`src/rtl/seg_pkg.sv`:
```
// Shared types and constants for the 4-digit 7-segment scan driver.
// Segment bit order is a..g on bits 6..0; glyphs are active-high patterns.
package seg_pkg;

    typedef logic [6:0] seg_t;

    typedef enum logic {
        BLANK,
        ACTIVE
    } scan_state_t;

    localparam seg_t SEG_OFF = 7'b0000000;
    localparam seg_t SEG_ALL = 7'b1111111;

    localparam seg_t GLYPH_D = 7'b0111101;
    localparam seg_t GLYPH_E = 7'b1001111;
    localparam seg_t GLYPH_A = 7'b1110111;

    // Active-low anode pattern with only the given digit enabled.
    function automatic logic [3:0] anode_select(input logic [1:0] digit);
        return ~(4'b0001 << digit);
    endfunction

endpackage

```
`src/rtl/seg_scan_driver_scan_timer.sv`:
```
// Loadable down-counter; tc is high while the count is zero.
// Load wins over counting, and the count holds at zero until reloaded.
module scan_timer #(
    parameter int unsigned     WIDTH       = 8,
    parameter logic [WIDTH-1:0] RESET_VALUE = '0
) (
    input  logic             clk,
    input  logic             reset,
    input  logic             load,
    input  logic [WIDTH-1:0] load_value,
    output logic             tc
);

    logic [WIDTH-1:0] count_q;

    always_ff @(posedge clk or posedge reset) begin
        if (reset) begin
            count_q <= RESET_VALUE;
        end else if (load) begin
            count_q <= load_value;
        end else if (count_q != '0) begin
            count_q <= count_q - WIDTH'(1);
        end
    end

    assign tc = (count_q == '0);

endmodule

```
`src/rtl/seg_scan_driver.sv`:
```
// Time-multiplexes four latched segment patterns onto an active-low 4-digit display,
// with a blank gap between digits and frame-synchronous blinking.
module seg_scan_driver
    import seg_pkg::*;
#(
    parameter int unsigned ON_CYCLES    = 100000,
    parameter int unsigned BLANK_CYCLES = 16,
    parameter int unsigned BLINK_FRAMES = 125
) (
    input  logic       clk,
    input  logic       reset,
    input  seg_t       seg_in [3:0],
    input  logic [3:0] digit_mask,
    input  logic       blink_en,
    output logic [3:0] an,
    output logic [6:0] seg,
    output logic       dp,
    output logic       frame_start
);

    localparam int unsigned MAX_CYCLES = (ON_CYCLES > BLANK_CYCLES) ? ON_CYCLES : BLANK_CYCLES;
    localparam int unsigned CNT_W      = $clog2(MAX_CYCLES + 1);
    localparam int unsigned BLINK_W    = $clog2(BLINK_FRAMES + 1);

    // Timer counts down to zero, so each state is loaded with its length minus one.
    localparam logic [CNT_W-1:0]   ON_LOAD    = CNT_W'(ON_CYCLES - 1);
    localparam logic [CNT_W-1:0]   BLANK_LOAD = CNT_W'(BLANK_CYCLES - 1);
    localparam logic [BLINK_W-1:0] BLINK_LAST = BLINK_W'(BLINK_FRAMES - 1);

    scan_state_t        state_q, state_d;
    logic [1:0]         idx_q, idx_d;
    seg_t               shadow_q [3:0];
    seg_t               shadow_d [3:0];
    logic [BLINK_W-1:0] blink_cnt_q, blink_cnt_d;
    logic               phase_on_q, phase_on_d;
    logic [3:0]         an_q, an_d;
    seg_t               seg_q, seg_d;
    logic               frame_start_q, frame_start_d;
    logic               dp_q;

    logic               timer_tc;
    logic               timer_load;
    logic [CNT_W-1:0]   timer_value;
    logic               snap;

    scan_timer #(
        .WIDTH       (CNT_W),
        .RESET_VALUE (BLANK_LOAD)
    ) u_scan_timer (
        .clk        (clk),
        .reset      (reset),
        .load       (timer_load),
        .load_value (timer_value),
        .tc         (timer_tc)
    );

    always_comb begin
        state_d       = state_q;
        idx_d         = idx_q;
        shadow_d      = shadow_q;
        blink_cnt_d   = blink_cnt_q;
        phase_on_d    = phase_on_q;
        snap          = 1'b0;
        timer_load    = timer_tc;
        timer_value   = (state_q == BLANK) ? ON_LOAD : BLANK_LOAD;
        an_d          = 4'b1111;
        seg_d         = ~SEG_OFF;

        if (timer_tc) begin
            if (state_q == BLANK) begin
                state_d = ACTIVE;
                snap    = (idx_q == 2'd0);
            end else begin
                state_d = BLANK;
                idx_d   = idx_q + 2'd1;
            end
        end

        if (snap) begin
            shadow_d = seg_in;
        end

        if (!blink_en) begin
            blink_cnt_d = '0;
            phase_on_d  = 1'b1;
        end else if (snap) begin
            if (blink_cnt_q == BLINK_LAST) begin
                blink_cnt_d = '0;
                phase_on_d  = ~phase_on_q;
            end else begin
                blink_cnt_d = blink_cnt_q + BLINK_W'(1);
            end
        end

        // Outputs are decoded from next-state values so they register in step with the FSM.
        if (state_d == ACTIVE) begin
            seg_d = ~shadow_d[idx_d];
            if (digit_mask[idx_d] && phase_on_d) begin
                an_d = anode_select(idx_d);
            end
        end

        frame_start_d = snap;
    end

    always_ff @(posedge clk or posedge reset) begin
        if (reset) begin
            state_q       <= BLANK;
            idx_q         <= 2'd0;
            shadow_q      <= '{default: SEG_OFF};
            blink_cnt_q   <= '0;
            phase_on_q    <= 1'b1;
            an_q          <= 4'b1111;
            seg_q         <= ~SEG_OFF;
            frame_start_q <= 1'b0;
            dp_q          <= 1'b1;
        end else begin
            state_q       <= state_d;
            idx_q         <= idx_d;
            shadow_q      <= shadow_d;
            blink_cnt_q   <= blink_cnt_d;
            phase_on_q    <= phase_on_d;
            an_q          <= an_d;
            seg_q         <= seg_d;
            frame_start_q <= frame_start_d;
            dp_q          <= 1'b1;
        end
    end

    assign an          = an_q;
    assign seg         = seg_q;
    assign dp          = dp_q;
    assign frame_start = frame_start_q;

endmodule

```
`config.mk`:
```
export PLATFORM = sky130hd
export DESIGN_NAME = seg_scan_driver
export DESIGN_NICKNAME = d
export VERILOG_FILES = /design/src/rtl/seg_pkg.sv /design/src/rtl/seg_scan_driver_scan_timer.sv /design/src/rtl/seg_scan_driver.sv
export SDC_FILE = /design/constraint.sdc
export NUM_CORES = 1
export LEC_CHECK = 0
export ABC_AREA = 1
export CORE_MARGIN = 4
export CORE_UTILIZATION = 55
export CTS_BUF_LIST = sky130_fd_sc_hd__clkbuf_8
export CTS_CLUSTER_DIAMETER = 30
export DETAILED_ROUTE_END_ITERATION = 6
export GPL_ROUTABILITY_DRIVEN = 0
export PLACE_DENSITY_LB_ADDON = 0.25
export SYNTH_ARGS = -nofsm -noshare
export SYNTH_HDL_FRONTEND = slang
export SYNTH_SLANG_ARGS = --single-unit
```
`constraint.sdc`:
```
create_clock -name clk -period 2.9 [get_ports clk]
set_input_delay 0.435 -clock clk [delete_from_list [all_inputs] [get_ports clk]]
set_output_delay 0.435 -clock clk [all_outputs]
set_load 0.05 [all_outputs]
```
# Word level (Yosys, flattened, before mapping)
# Index checks and enable logic that the tools add are counted.
[word_totals]
ff_bits = 68
out_inout_bits = 13
inputBits = 35
[classes]
n_bitwise = 3
magnitude_cmp = 1
addsub = 3
reduce_logical = 5
eq_ne = 2
shift = 1
muxes = 23
[op_table]
columns = ["op", "n"]
rows = [
  ["17-bit two-way mux", 3],
  ["7-bit two-way mux", 5],
  ["28-bit two-way mux", 1],
  ["17-bit zero test", 1],
  ["17-bit nonzero test", 1],
  ["17-bit by 1-bit subtractor with 17-bit output (second input constant)", 1],
  ["7-bit binary-select mux with 2-bit select", 1],
  ["1-bit two-way mux", 8],
  ["4-bit two-way mux", 2],
  ["7-bit by 1-bit adder with 7-bit output (second input constant)", 1],
  ["7-bit equality test (second input constant)", 1],
  ["7-bit NOT", 1],
  ["2-bit two-way mux", 2],
  ["4-bit NOT", 1],
  ["1-bit by 2-bit << shifter with 4-bit output (first input constant)", 1],
  ["2-bit by 3-bit < comparator with 1-bit output (second input constant)", 1],
  ["2-bit by 1-bit adder with 2-bit output (second input constant)", 1],
  ["1-bit binary-select mux with 2-bit select", 1],
  ["2-bit zero test", 1],
  ["2-bit by 1-bit != test with 1-bit output (second input constant)", 1],
  ["2-bit nonzero test", 1],
  ["1-bit logical AND", 1],
  ["1-bit NOT", 1],
]

# Logic depth before layout (Yosys ltp)
# Gate-level depths: netlist of run 1.
[logic_depth]
ltp_word = 8
depth_mapped = 15
mapped_depth_nobuf = 15

# Hierarchy
# Synthesis of run 1 repeated with hierarchy kept, for this count alone.
[hier_totals]
hier_cells = 460
hier_area_um2 = 3656.0
[modules_own_cells]
columns = ["module", "seq_area_each_um2", "instances", "area_each_um2", "cells_per_inst"]
rows = [
  ["seg_scan_driver", 1291.2, 1, 2508.7, 303],
  ["scan_timer", 430.4, 1, 1147.4, 157],
]

# Worst setup path before layout of run 1
# No wires, ideal clock.
[synth_path]
path_kind = "register to register"
start = "reg u_scan_timer.count_q[0]"
end = "reg seg_q[0], in the netlist seg[0]"
arrival_time_ns = 1.700
setup_slack_ns = 1.121
setup_time_ns = 0.079
path_stages_with_launch = 15
cell_sequence = "dfstp_2 -> inv_1 -> ha_1 -> inv_1 -> nor2_1 -> nand2_1 -> nor2_8 -> nand2_4 -> nand2_1 -> nand2_2 -> nand3_2 -> nor2_1 -> nor2_1 -> nand2_1 -> nand2_1"
[synth_lines]
columns = ["item", "line", "source"]
rows = [
  ["start, declared", "seg_scan_driver_scan_timer.sv:14", "logic [WIDTH-1:0] count_q;"],
  ["start signal, assigned", "seg_scan_driver_scan_timer.sv:20", "count_q <= load_value;"],
  ["start signal, assigned", "seg_scan_driver_scan_timer.sv:22", "count_q <= count_q - WIDTH'(1);"],
  ["17-bit zero test", "seg_scan_driver_scan_timer.sv:26", "assign tc = (count_q == '0);"],
  ["2-bit two-way mux", "seg_scan_driver.sv:69", "if (timer_tc) begin"],
  ["via idx_d[0]", "seg_scan_driver.sv:31", "logic [1:0] idx_q, idx_d;"],
  ["7-bit binary-select mux with 2-bit select", "seg_scan_driver.sv:97", "seg_d = ~shadow_d[idx_d];"],
  ["7-bit two-way mux (not written as such)", "seg_scan_driver.sv:97", ""],
  ["7-bit NOT", "seg_scan_driver.sv:97", ""],
  ["7-bit two-way mux", "seg_scan_driver.sv:96", "if (state_d == ACTIVE) begin"],
  ["via seg_d[0]", "seg_scan_driver.sv:37", "seg_t seg_q, seg_d;"],
  ["end signal, assigned", "seg_scan_driver.sv:114", "seg_q <= ~SEG_OFF;"],
  ["end signal, assigned", "seg_scan_driver.sv:124", "seg_q <= seg_d;"],
  ["end, declared", "seg_scan_driver.sv:37", ""],
]
# The timed path passes the listed nets, and every way through them passes these cells. The select of a mux whose other input is x is not followed.
# A chain may end at the register's enable or synchronous reset.

# Worst setup path after layout of run 1
[layout_path]
start = "reg u_scan_timer.count_q[0]"
end = "reg seg_q[6], in the netlist seg[6]"
[layout_via]
elab_chain_cells = 7
[layout_rtl]
columns = ["item", "line", "source"]
rows = [
  ["17-bit zero test (*)", "seg_scan_driver_scan_timer.sv:26", ""],
  ["1-bit two-way mux", "seg_scan_driver.sv:69", ""],
  ["28-bit two-way mux", "seg_scan_driver.sv:79", "if (snap) begin"],
  ["7-bit binary-select mux with 2-bit select", "seg_scan_driver.sv:97", ""],
  ["7-bit two-way mux (not written as such)", "seg_scan_driver.sv:97", ""],
  ["7-bit NOT", "seg_scan_driver.sv:97", ""],
  ["7-bit two-way mux (*)", "seg_scan_driver.sv:96", ""],
  ["via seg_d[6]", "seg_scan_driver.sv:37", ""],
]
# Mark *: on every way through the listed nets, which the timed path passes. The rest lies on a longest branch. The select of a mux whose other input is x is not followed.

==> results of run 1 <==
## area by class of cell
cell class,instances,area share
clock buffer,9,0.0275
clock inverter,7,0.0256
sequential,68,0.383
timing repair buffer,51,0.113
inverter,116,0.0968
multi-input combinational,295,0.333
tap,77,0.0214
## critical path, cell delays in order, from the launching register on
cell and delay, ns:
dfstp_2 0.37, inv_1 0.08, ha_1 0.17, inv_1 0.04, nor2_1 0.07, nand2_1 0.13, nor2_8 0.17, nand4_2 0.34
buf_4 0.35, nand2_1 0.08, nand2_1 0.07, nor2_1 0.11, nor2_1 0.06, nand2_1 0.08, nand2_1 0.06
## metrics by stage
| step | hold slack (ns) | instances | worst slack (ns) |
|---|---|---|---|
| 4_1_cts | 0.459 | 623 | 0.648 |
| 2_1_floorplan | 0.429 | 490 | 0.780 |
| 6_report | 0.455 | 623 | 0.622 |
| 3_3_place_gp | 0.440 | 607 | 0.708 |
| 5_1_grt | 0.471 | 623 | 0.377 |
| 3_5_place_dp | 0.442 | 607 | 0.664 |
## report_power, final
part	internal (mW)	leakage, nW	switching [mW]	total (mW)
Sequential	0.978	0.793	0.00829	0.986
Clock	0.568	0.115	0.371	0.938
Combinational	0.0767	1.59	0.0952	0.172
## logic make-up (layout without fill, tap and decap cells)
kind of cell	after synthesis	count (layout)	synth area share
adders and majority gates	5	5	0.0168
other	1	1	0.00100
buffers and inverters	127	183	0.138
xor gates and xnor gates	10	10	0.0235
DFF	68	68	0.461
AOI/OAI and AO/OA	28	28	0.0409
and+or+nand+nor	251	251	0.319
## layer usage
layer	track usage	wire length [um]	up-vias
li1	-	-	1550
met1	0.240	3400	1400
met2	0.356	3900	71
met3	0.0367	323	16
met4	0.0893	172	0
met5	0	0	-
## worst max path at each step
stage,start,depth (start not counted),slack [ns],end
finish,u_scan_timer.count_q[0],14,0.62,seg[6]
global route,u_scan_timer.count_q[0],14,0.38,seg[5]
CTS,u_scan_timer.count_q[0],14,0.65,seg[6]
detailed placement,u_scan_timer.count_q[0],14,0.66,seg[2]
global placement,u_scan_timer.count_q[0],14,0.71,seg[0]
floorplan,reset,1,0.78,blink_cnt_q[0]
## sequential cells by signal (all words and copies together) (netlist names)
signal,cells
phase_on_q,1
u_scan_timer.count_q,17
an,4
state_q,1
frame_start,1
blink_cnt_q,7
idx_q,2
shadow_q,28
seg,7
## placed cells by master (no fill, tap or decap), types with 3 or more instances in the layout
| cell type | synthesis | routed |
|---|---|---|
| a21oi_1 | 7 | 7 |
| nand3_1 | 31 | 31 |
| nor2_4 | 4 | 4 |
| clkbuf_8 | 0 | 9 |
| ha_1 | 5 | 5 |
| inv_2 | 2 | 3 |
| bufinv_16 | 0 | 3 |
| o21ai_0 | 15 | 15 |
| clkdlybuf4s50_1 | 0 | 46 |
| buf_4 | 1 | 4 |
| inv_1 | 114 | 113 |
| nor2_1 | 64 | 64 |
| nand2_4 | 3 | 3 |
| nor3_1 | 5 | 5 |
| dfstp_2 | 16 | 16 |
| nor2_2 | 3 | 3 |
| dfrtp_1 | 52 | 52 |
| nand2_2 | 22 | 22 |
| nand4_1 | 4 | 4 |
| xor2_1 | 8 | 8 |
| nand2_1 | 106 | 106 |
==> impl_metrics.ini, run 1 <==
[worst_setup_path]
r2r-start = u_scan_timer.count_q[0]
cp.required_ns = 3.16
arrival_ns = 2.54
regToRegSetupSlack_ns = 0.62
start_kind = flip-flop
r2r_end = seg[6]
endpoint_kind = flip-flop
timing_worst_setup_path_type = flip-flop to flip-flop
crit_fanout = 19
reg2regPathDepth = 14

[grt]
grt_max_degree = 33
gr-total-overflow = 0
antenna_found_initial = 0
grt_pass1_vias = 3078
grt_usage = 0.202
grt_pass1_wl_um = 13300

[hold_path]
holdCritStartpoint = u_scan_timer.count_q[0]
min_path_type = flip-flop to flip-flop
hold_end = u_scan_timer.count_q[0]
worstHoldPathCells = 1

[place]
place_area_mm2 = 0.00426
dp_hpwl_um = 5750
port_buffers = 46

[clock_network]
cts.clk_slew.worst_paths_ns = 0.07
post_cts_resized = 0
cts.path.max_buffers = 2
post_cts_buffers = 0
cts_root_buf = clkbuf_8
htree_num_levels = 3
cts_buffers = 9
cts_tree = built
cts.sinks = 68
cts_hold_buf = 0
insertion_delay_ns = 0.34

[logic_synthesis]
synth.avg_cell_area_um2 = 7.62
synth_cells = 490
synth_seq_area_share = 0.461
synth.cells.most_frequent = 114 x inv_1, 106 x nand2_1, 64 x nor2_1
synth-edff-count = 0
syn-cell-area_mm2 = 0.00373
yosysMostFrequentCell = inv_1
yosysWarnings = 0
synthFlopType = dfrtp_1
syn_nets = 530
synthArstFlopShare = 1.00
synth.distinct_cells = 34
yosysTopAreaCell = dfrtp_1
synth-seq-cells = 68
ys_top_cells_by_area = dfrtp_1 35%, inv_1 11%, dfstp_2 11%
yosysTopAreaCellShare = 0.348

[outcome]
status = finished, final reports clean

[timing]
setup_viol = 0
fmaxAchievable_mhz = 439
slew_headroom = 0.532
fin_crit_sh = 0.785
tns_ns = 0
rsz0062_at_grt = false
finClkSkew_ns = 0.00762
maxSlewViolCount = 0
hold_viol_final = 0
tightest_slew_ns = 0.701
fin_crit_ns = 2.28

[power_and_ir_drop]
power_density_mw_per_mm2 = 466
peakVddDrop_uv = 323
p_total_mw = 2.10
power.leakage_nw = 2.49

[layout]
diodes = 0
nFillCells = 556
multi_input_area_mm2 = 0.00150
finish.utilization = 0.697
ff_latch_area_mm2 = 0.00172
drive_gt1_frac = 0.143
finalInstanceArea_mm2 = 0.00450
area_growth_pct = 20.5
final_nets = 581

[flow_run]
cap_violations = 0

[detailed_routing]
post-route-drc-count = 0
drt-wirelength-per-cell_um = 12.5
drt_iter0_markers = 111
vias_per_cell = 4.87
drt-total-wl_um = 7800
dr.pass1.iters = 4
vias = 3037
ant_nets = 0

[floorplan]
dieArea_mm2 = 0.00817
pin_count = 48
coreArea_mm2 = 0.00646
die_y_um = 90.4
rows = 29
die_x_um = 90.4
start_util = 0.578
Note: power is estimated with default switching activity, not from simulation.
==> inputs of run 2 (changes only) <==
==> constraint.sdc (replaced) <==
create_clock -name clk -period 2.2 [get_ports clk]
set_input_delay 0.33 -clock clk [delete_from_list [all_inputs] [get_ports clk]]
set_output_delay 0.33 -clock clk [all_outputs]
set_load 0.05 [all_outputs]
==> impl_metrics.ini, run 2 (synthesized netlist as in run 1, its figures left out) <==
[grt]
antenna_found_initial = 0
grt_max_degree = 32
grt_usage = 0.209
grt_pass1_wl_um = 13800
gr-total-overflow = 0
grt_pass1_vias = 3159

[timing]
finClkSkew_ns = 0.0121
fmaxAchievable_mhz = 481
hold_ws_ns = 0.237
maxSlewViolCount = 0
fin_crit_ns = 2.08
fin_crit_sh = 0.946
setup_viol = 0
slew_headroom = 0.640
tightest_slew_ns = 0.535
tns_ns = 0
hold_viol_final = 0

[floorplan]
dieArea_mm2 = 0.00817
rows = 29
pin_count = 48
die_y_um = 90.4
die_x_um = 90.4
start_util = 0.578
coreArea_mm2 = 0.00646

[place]
port_buffers = 46
dp.cells = 609
dp_hpwl_um = 5720

[worst_setup_path]
startpoint = u_scan_timer.count_q[0]
arrival_ns = 2.36
endpoint_kind = flip-flop
r2r-start = u_scan_timer.count_q[0]
r2r_end = seg[1]
cp.required_ns = 2.48
start_kind = flip-flop
regToRegSetupSlack_ns = 0.12
crit_fanout = 8
reg2regPathDepth = 15
crit_end = seg[1]
timing_worst_setup_path_type = flip-flop to flip-flop

[clock_network]
cts_root_buf = clkbuf_8
insertion_delay_ns = 0.34
cts.clk_slew.worst_paths_ns = 0.08
cts.sinks = 68
cts_buffers = 9
htree_num_levels = 3
cts_tree = built
cts.path.max_buffers = 2

[layout]
final_cell_mix = 114 x inv_1, 104 x nand2_1, 64 x nor2_1
drive_gt1_frac = 0.159
diodes = 0
final_nets = 590
largest_registers = shadow_q (28), u_scan_timer.count_q (17)
largest_register = shadow_q
area_growth_pct = 23.3
fin_cells = 632
nFillCells = 519
final_common_cell = inv_1
largest_reg_flops = 28
finish.utilization = 0.713

[outcome]
status = finished, final reports clean

[detailed_routing]
vias_per_cell = 4.91
dr.pass1.iters = 4
drt_iter0_markers = 171
drt-wirelength-per-cell_um = 12.6
ant_nets = 0
drt-total-wl_um = 7960
vias = 3102
post-route-drc-count = 0

[power_and_ir_drop]
p_total_mw = 2.65
peakVddDrop_uv = 384
power.leakage_nw = 2.53
power_density_mw_per_mm2 = 575

[hold_path]
min_path_type = input pin to asynchronous set/reset pin

[flow_run]
cap_violations = 0
-- run 2: cell types whose count changed in the layout (fill, tap and decap cells not counted), moves of 2 or more --
cell	previous run	this run
clkinvlp_4	2	0
nand2_4	3	5
nand2_1	106	104
buf_4	4	11
-- run 2: critical path, stage by stage, from the launching register on --
cell     delay (ns)
dfstp_2        0.37
inv_1          0.10
ha_1           0.20
inv_1          0.05
nor2_1         0.12
nand2_2        0.11
nor2_8         0.22
buf_4          0.14
nand3_1        0.10
nand2_4        0.14
inv_2          0.08
nand2_4        0.12
nor2_1         0.08
nor2_1         0.08
nand2_1        0.05
nand2_1        0.06
-- run 2: routing by layer --
layer	track usage	wire, um
met4	0.0829	176
met3	0.0533	418
met5	0	0
met1	0.252	3320
met2	0.356	4040
-- run 2: worst min-delay path by stage --
stage	startpoint	to	slack (ns)	cells past startpoint
floorplan	u_scan_timer.count_q[0]	u_scan_timer.count_q[0]	0.43	1
global placement	u_scan_timer.count_q[0]	u_scan_timer.count_q[0]	0.44	1
detailed placement	u_scan_timer.count_q[0]	u_scan_timer.count_q[0]	0.44	1
CTS	reset	frame_start	0.25	2
global route	reset	frame_start	0.28	2
finish	reset	frame_start	0.24	2
-- run 2: where the power goes --
group	switching [mW]	internal (mW)
Sequential	0.0106	1.29
Clock	0.463	0.659
Combinational	0.128	0.0978
Total	0.603	2.05
-- run 2: repair_timing --
item | 4_1_cts | 5_1_grt
setup buffers | 0 | 7
hold buffers | 0 | 0
resized for setup | 0 | 9
endpoints found under the hold margin | 0 | 0
setup endpoints to repair | 0 | 9
-- run 2: area by class of cell --
cell class | count | area (um2) | share of cell area
Clock inverter | 6 | 78.8 | 0.0171
Inverter | 116 | 435 | 0.0945
Tap cell | 77 | 96.3 | 0.0209
Multi-Input combinational cell | 295 | 1540 | 0.335
Timing Repair Buffer | 60 | 594 | 0.129
Sequential cell | 68 | 1720 | 0.374
Clock buffer | 10 | 138 | 0.0299
-- run 2: metrics by stage --
stage                     cell area [um2]  setup slack (ns)
after floorplan                      3730             0.185
after global placement               4280             0.202
after detailed placement             4280             0.124
after CTS                            4490             0.103
after global routing                 4610           -0.0997
final                                4610             0.120
==> inputs of run 3 (changes only) <==
--- a/config.mk
+++ b/config.mk
@@ -8,7 +8,7 @@
 export ABC_AREA = 1
 export CORE_MARGIN = 4
 export CORE_UTILIZATION = 55
-export CTS_BUF_LIST = sky130_fd_sc_hd__clkbuf_8
+export CTS_BUF_LIST = sky130_fd_sc_hd__clkbuf_2 sky130_fd_sc_hd__clkbuf_4 sky130_fd_sc_hd__clkbuf_8
 export CTS_CLUSTER_DIAMETER = 30
 export DETAILED_ROUTE_END_ITERATION = 6
 export GPL_ROUTABILITY_DRIVEN = 0
==> impl_metrics.ini, run 3 (synthesized netlist as in run 1, its figures left out) <==
[outcome]
status = finished, final reports clean

[layout]
diodes = 0
final_common_cell = inv_1
largest_reg_flops = 28
final_cell_mix = 113 x inv_1, 104 x nand2_1, 64 x nor2_1
nFillCells = 519
largest_register = shadow_q
final_nets = 590
ff_latch_area_mm2 = 0.00172
largest_registers = shadow_q (28), u_scan_timer.count_q (17)
multi_input_area_mm2 = 0.00154
drive_gt1_frac = 0.160
area_growth_pct = 23.4

[floorplan]
die_x_um = 90.4
die_y_um = 90.4
pin_count = 48
coreArea_mm2 = 0.00646
dieArea_mm2 = 0.00817
start_util = 0.578
rows = 29

[place]
port_buffers = 46
pre_cts_slack_ns = 0.124
dp_hpwl_um = 5720

[clock_network]
cts.path.max_buffers = 2
cts_tree = built
cts_hold_buf = 0
cts_buffers = 9
cts.sinks = 68
cts_root_buf = clkbuf_8
insertion_delay_ns = 0.34
htree_num_levels = 3
cts.clk_slew.worst_paths_ns = 0.08

[detailed_routing]
vias = 3112
drt-wirelength-per-cell_um = 12.6
ant_nets = 0
dr.pass1.iters = 4
drt_iter0_markers = 177
vias_per_cell = 4.92
post-route-drc-count = 0
drt-total-wl_um = 7960

[power_and_ir_drop]
power_density_mw_per_mm2 = 579
power.leakage_nw = 2.52
p_total_mw = 2.67
peakVddDrop_uv = 383

[timing]
fmaxAchievable_mhz = 481
tightest_slew_ns = 0.527
slew_headroom = 0.646
setup_viol = 0
fin_ws_ns = 0.121
fin_crit_sh = 0.945
fin_crit_ns = 2.08
hold_viol_final = 0
finClkSkew_ns = 0.0123
maxSlewViolCount = 0

[worst_setup_path]
start_kind = flip-flop
crit_fanout = 8
cp.required_ns = 2.48
endpoint_kind = flip-flop
arrival_ns = 2.36
timing_worst_setup_path_type = flip-flop to flip-flop

[hold_path]
min_path_type = input pin to asynchronous set/reset pin

[grt]
gr-total-overflow = 0
grt_usage = 0.209
antenna_found_initial = 0
grt_pass1_wl_um = 13800
grt_max_degree = 32
grt_pass1_vias = 3159

[flow_run]
cap_violations = 0
run 3: cell count changes in the layout (fill, tap and decap cells not counted), sizes merged:
cell / change
inv: -1
clkbuf: +1
run 3: through the flow:
stage | setup TNS [ns] | cells | hold slack (ns) | cell area (um2) | utilization
after CTS | 0 | 625 | 0.248 | 4500 | 0.696
final | 0 | 632 | 0.240 | 4610 | 0.714
after detailed placement | 0 | 609 | 0.443 | 4280 | 0.662
after floorplan | 0 | 490 | 0.429 | 3730 | -
after global placement | 0 | 609 | 0.440 | 4280 | 0.662
after global routing | -0.586 | 632 | 0.277 | 4610 | 0.714
run 3: final timing paths:
check                                        start                      end  slack (ns)  cells after the start
setup / recovery           u_scan_timer.count_q[0]                   seg[1]        0.12                     15
hold / removal                               reset              frame_start        0.24                      2
setup reg to reg           u_scan_timer.count_q[0]                   seg[1]        0.12                     15
hold reg to reg            u_scan_timer.count_q[0]  u_scan_timer.count_q[0]        0.46                      1
max in group asynchronous                    reset                   seg[1]        1.22                      3
min in group clk           u_scan_timer.count_q[0]  u_scan_timer.count_q[0]        0.46                      1
run 3: what timing repair did:
action,in CTS,in global routing
setup buffers,0,7
resized for setup,0,9
setup endpoints to repair,0,9
run 3: critical path, stage by stage, from the launching register on:
cell,delay [ns]
dfstp_2,0.37
inv_1,0.10
ha_1,0.20
inv_1,0.05
nor2_1,0.12
nand2_2,0.11
nor2_8,0.22
buf_4,0.14
nand3_1,0.10
nand2_4,0.14
inv_2,0.08
nand2_4,0.12
nor2_1,0.08
nor2_1,0.08
nand2_1,0.05
nand2_1,0.06
run 3: final cells by class:
cell class | instances | area share
tap | 77 | 0.0209
timing repair buffer | 60 | 0.129
inverter | 116 | 0.0945
multi-input combinational | 295 | 0.334
clock inverter | 5 | 0.0163
clock buffer | 11 | 0.0315
sequential | 68 | 0.374
run 3: routing by layer:
layer  GRT usage  vias to the layer above  wire length, um  share of wire
li1            -                     1570                -              -
met1       0.252                     1456             3310           0.42
met2       0.356                       72             4050           0.51
met3      0.0533                       14              424          0.053
met4      0.0829                        0              178          0.022
met5           0                        -                0              0
run 3: power breakdown:
group | internal [mW] | switching (mW) | total (mW)
Clock | 0.676 | 0.464 | 1.14
Sequential | 1.29 | 0.0105 | 1.30
Combinational | 0.0978 | 0.129 | 0.226
Total | 2.06 | 0.603 | 2.67
==> patch, RTL diff (config.mk and constraints of run 3) <==
The parameter `BLINK_FRAMES` goes from 125 to 250.
--- a/src/rtl/seg_scan_driver.sv
+++ b/src/rtl/seg_scan_driver.sv
@@ -7,3 +7,3 @@
     parameter int unsigned BLANK_CYCLES = 16,
-    parameter int unsigned BLINK_FRAMES = 125
+    parameter int unsigned BLINK_FRAMES = 250
 ) (
Behaviour: same outputs for any inputs over 10 cycles, from zero or initial values and one cycle with reset high; that may be too few to reach the edited logic, so the function may still have changed.
==> patch against run 3 <==
Cell count fell by 0.47%. Routed wire length rose by 5.7%. Sequential cell count rose by 1. Combinational power rose by 2%. Largest cell class unchanged. Critical path type unchanged. Area after synthesis rose by 0.34%. Hold slack improved by 0.15 ns. Setup slack got worse by 0.0074 ns. Core utilization rose by 1.4 points. Total power rose by 7.0%. Via count rose by 1.1%. Design area rose by 2.5%.
==> patch: results (changes against run 3) <==
outcome: "complete, no violations"
final_cells: 629  # -0.47%
port_buffers: 46  # unchanged
yosysWarnings: 0  # unchanged
drt-initial-drc-count: 142  # -20%
finalMaxSlewViolations: 0  # unchanged
synthTopCellsByCount: "nand2_1 (112), inv_1 (100), nor2_1 (66), dfrtp_1 (53), nand3_1 (27)"
grt_pass1_vias: 3016  # -4.5%
grt_pass1_wl_um: 13560  # -2.0%
synth-compound-area-share_pct: 4.875  # +0.79 points
grt_max_degree: 70  # +120%
cp_max_fo: 7  # -1
synth.distinct_cells: 37  # +8.8%
tightestPinTransition_ns: 0.4998  # -0.02669 ns
syn_nets: 523  # -1.3%
hpwl_um: 5470  # -4.3%
reg_top3: "shadow_q (28), u_scan_timer.count_q (17), blink_cnt_q (8)"
cts_root_buffer: "clkbuf_8"
syn-mean-instance-area_um2: 7.758  # +1.8%
ir_worst_vdd_mv: 0.4405  # +15%
nNetsFinal: 587  # -0.51%
comb_power_share_pct: 8.1  # -0.4 points
p_sw_w: 0.0006259  # +3.8%
routed_wl_um: 8416  # +5.7%
synthXorXnorAreaFrac_pct: 1.402  # -0.94 points
grt.total_usage_pct: 20.17  # -0.70 points
synthAdderAreaFrac_pct: 1.669  # -0.0056 points
seqPwrFrac_pct: 46.2  # -2.6 points
drive_above_1_share_pct: 17.03  # +0.99 points
place_area_mm2: 0.004304  # +0.67%
dp_slack_ns: 0.1130  # -0.01140 ns
dpl.cell_count: 600  # -1.5%
powerComb_w: 0.000230  # +2%
dr.pass1.iters: 4  # unchanged
synthTopCellsByArea: "dfrtp_1 (35%), dfstp_2 (11%), nand2_1 (11%), inv_1 (10%), nor2_1 (6.6%)"
cellLeakagePower_nw: 2.511  # -0.55%
patch: cell count changes in the layout (fill, tap and decap cells not counted), moves of 5 or more:
cell,run 3,this run
nand2_1,104,111
inv_1,113,96
nand3_2,1,11
nand2_2,21,12
nand3b_1,2,7
xor2_1,8,3
a21oi_1,7,12
o21ai_0,15,10
patch: area by class of cell:
type / instances / area, um^2
multi-input combinational: 299 / 1558
inverter: 103 / 386.6
clock buffer: 11 / 151.4
clock inverter: 5 / 106.4
timing repair buffer: 65 / 679.4
sequential: 69 / 1747
fill: 495 / 1770
tap: 77 / 96.34
patch: logic make-up (layout without fill, tap and decap cells):
kind of cell               after synthesis  count (layout)
and+or+nand+nor                        255             255
buffers and inverters                  115             184
DFF                                     69              69
AOI/OAI and AO/OA                       32              32
xor gates and xnor gates                 6               6
adders and majority gates                5               5
other                                    1               1
patch: routing by layer:
| layer | up-vias | track usage [%] | part of all wire [%] |
|---|---|---|---|
| met1 | 1482 | 25.62 | 43 |
| li1 | 1578 | - | - |
| met3 | 15 | 4.917 | 4.7 |
| met5 | - | 0 | 0 |
| met4 | 0 | 4.974 | 2.3 |
| met2 | 72 | 34.53 | 49 |
patch: final timing paths:
path	to	slack [ns]	cells past startpoint
setup reg to reg	seg[4]$_DFF_PP1_	0.11	15
max in group asynchronous	seg[3]$_DFF_PP1_	1.47	3
hold / removal	u_scan_timer.count_q[8]$_DFF_PP0_	0.39	3
hold reg to reg	u_scan_timer.count_q[0]$_DFF_PP1_	0.47	1
setup / recovery	seg[4]$_DFF_PP1_	0.11	15
min in group clk	u_scan_timer.count_q[0]$_DFF_PP1_	0.47	1
patch: timing repair:
action                                 CTS  global route
gates resized for setup                  0             8
setup endpoints to repair                0            13
buffers inserted                         0            10
endpoints found under the hold margin    0             0
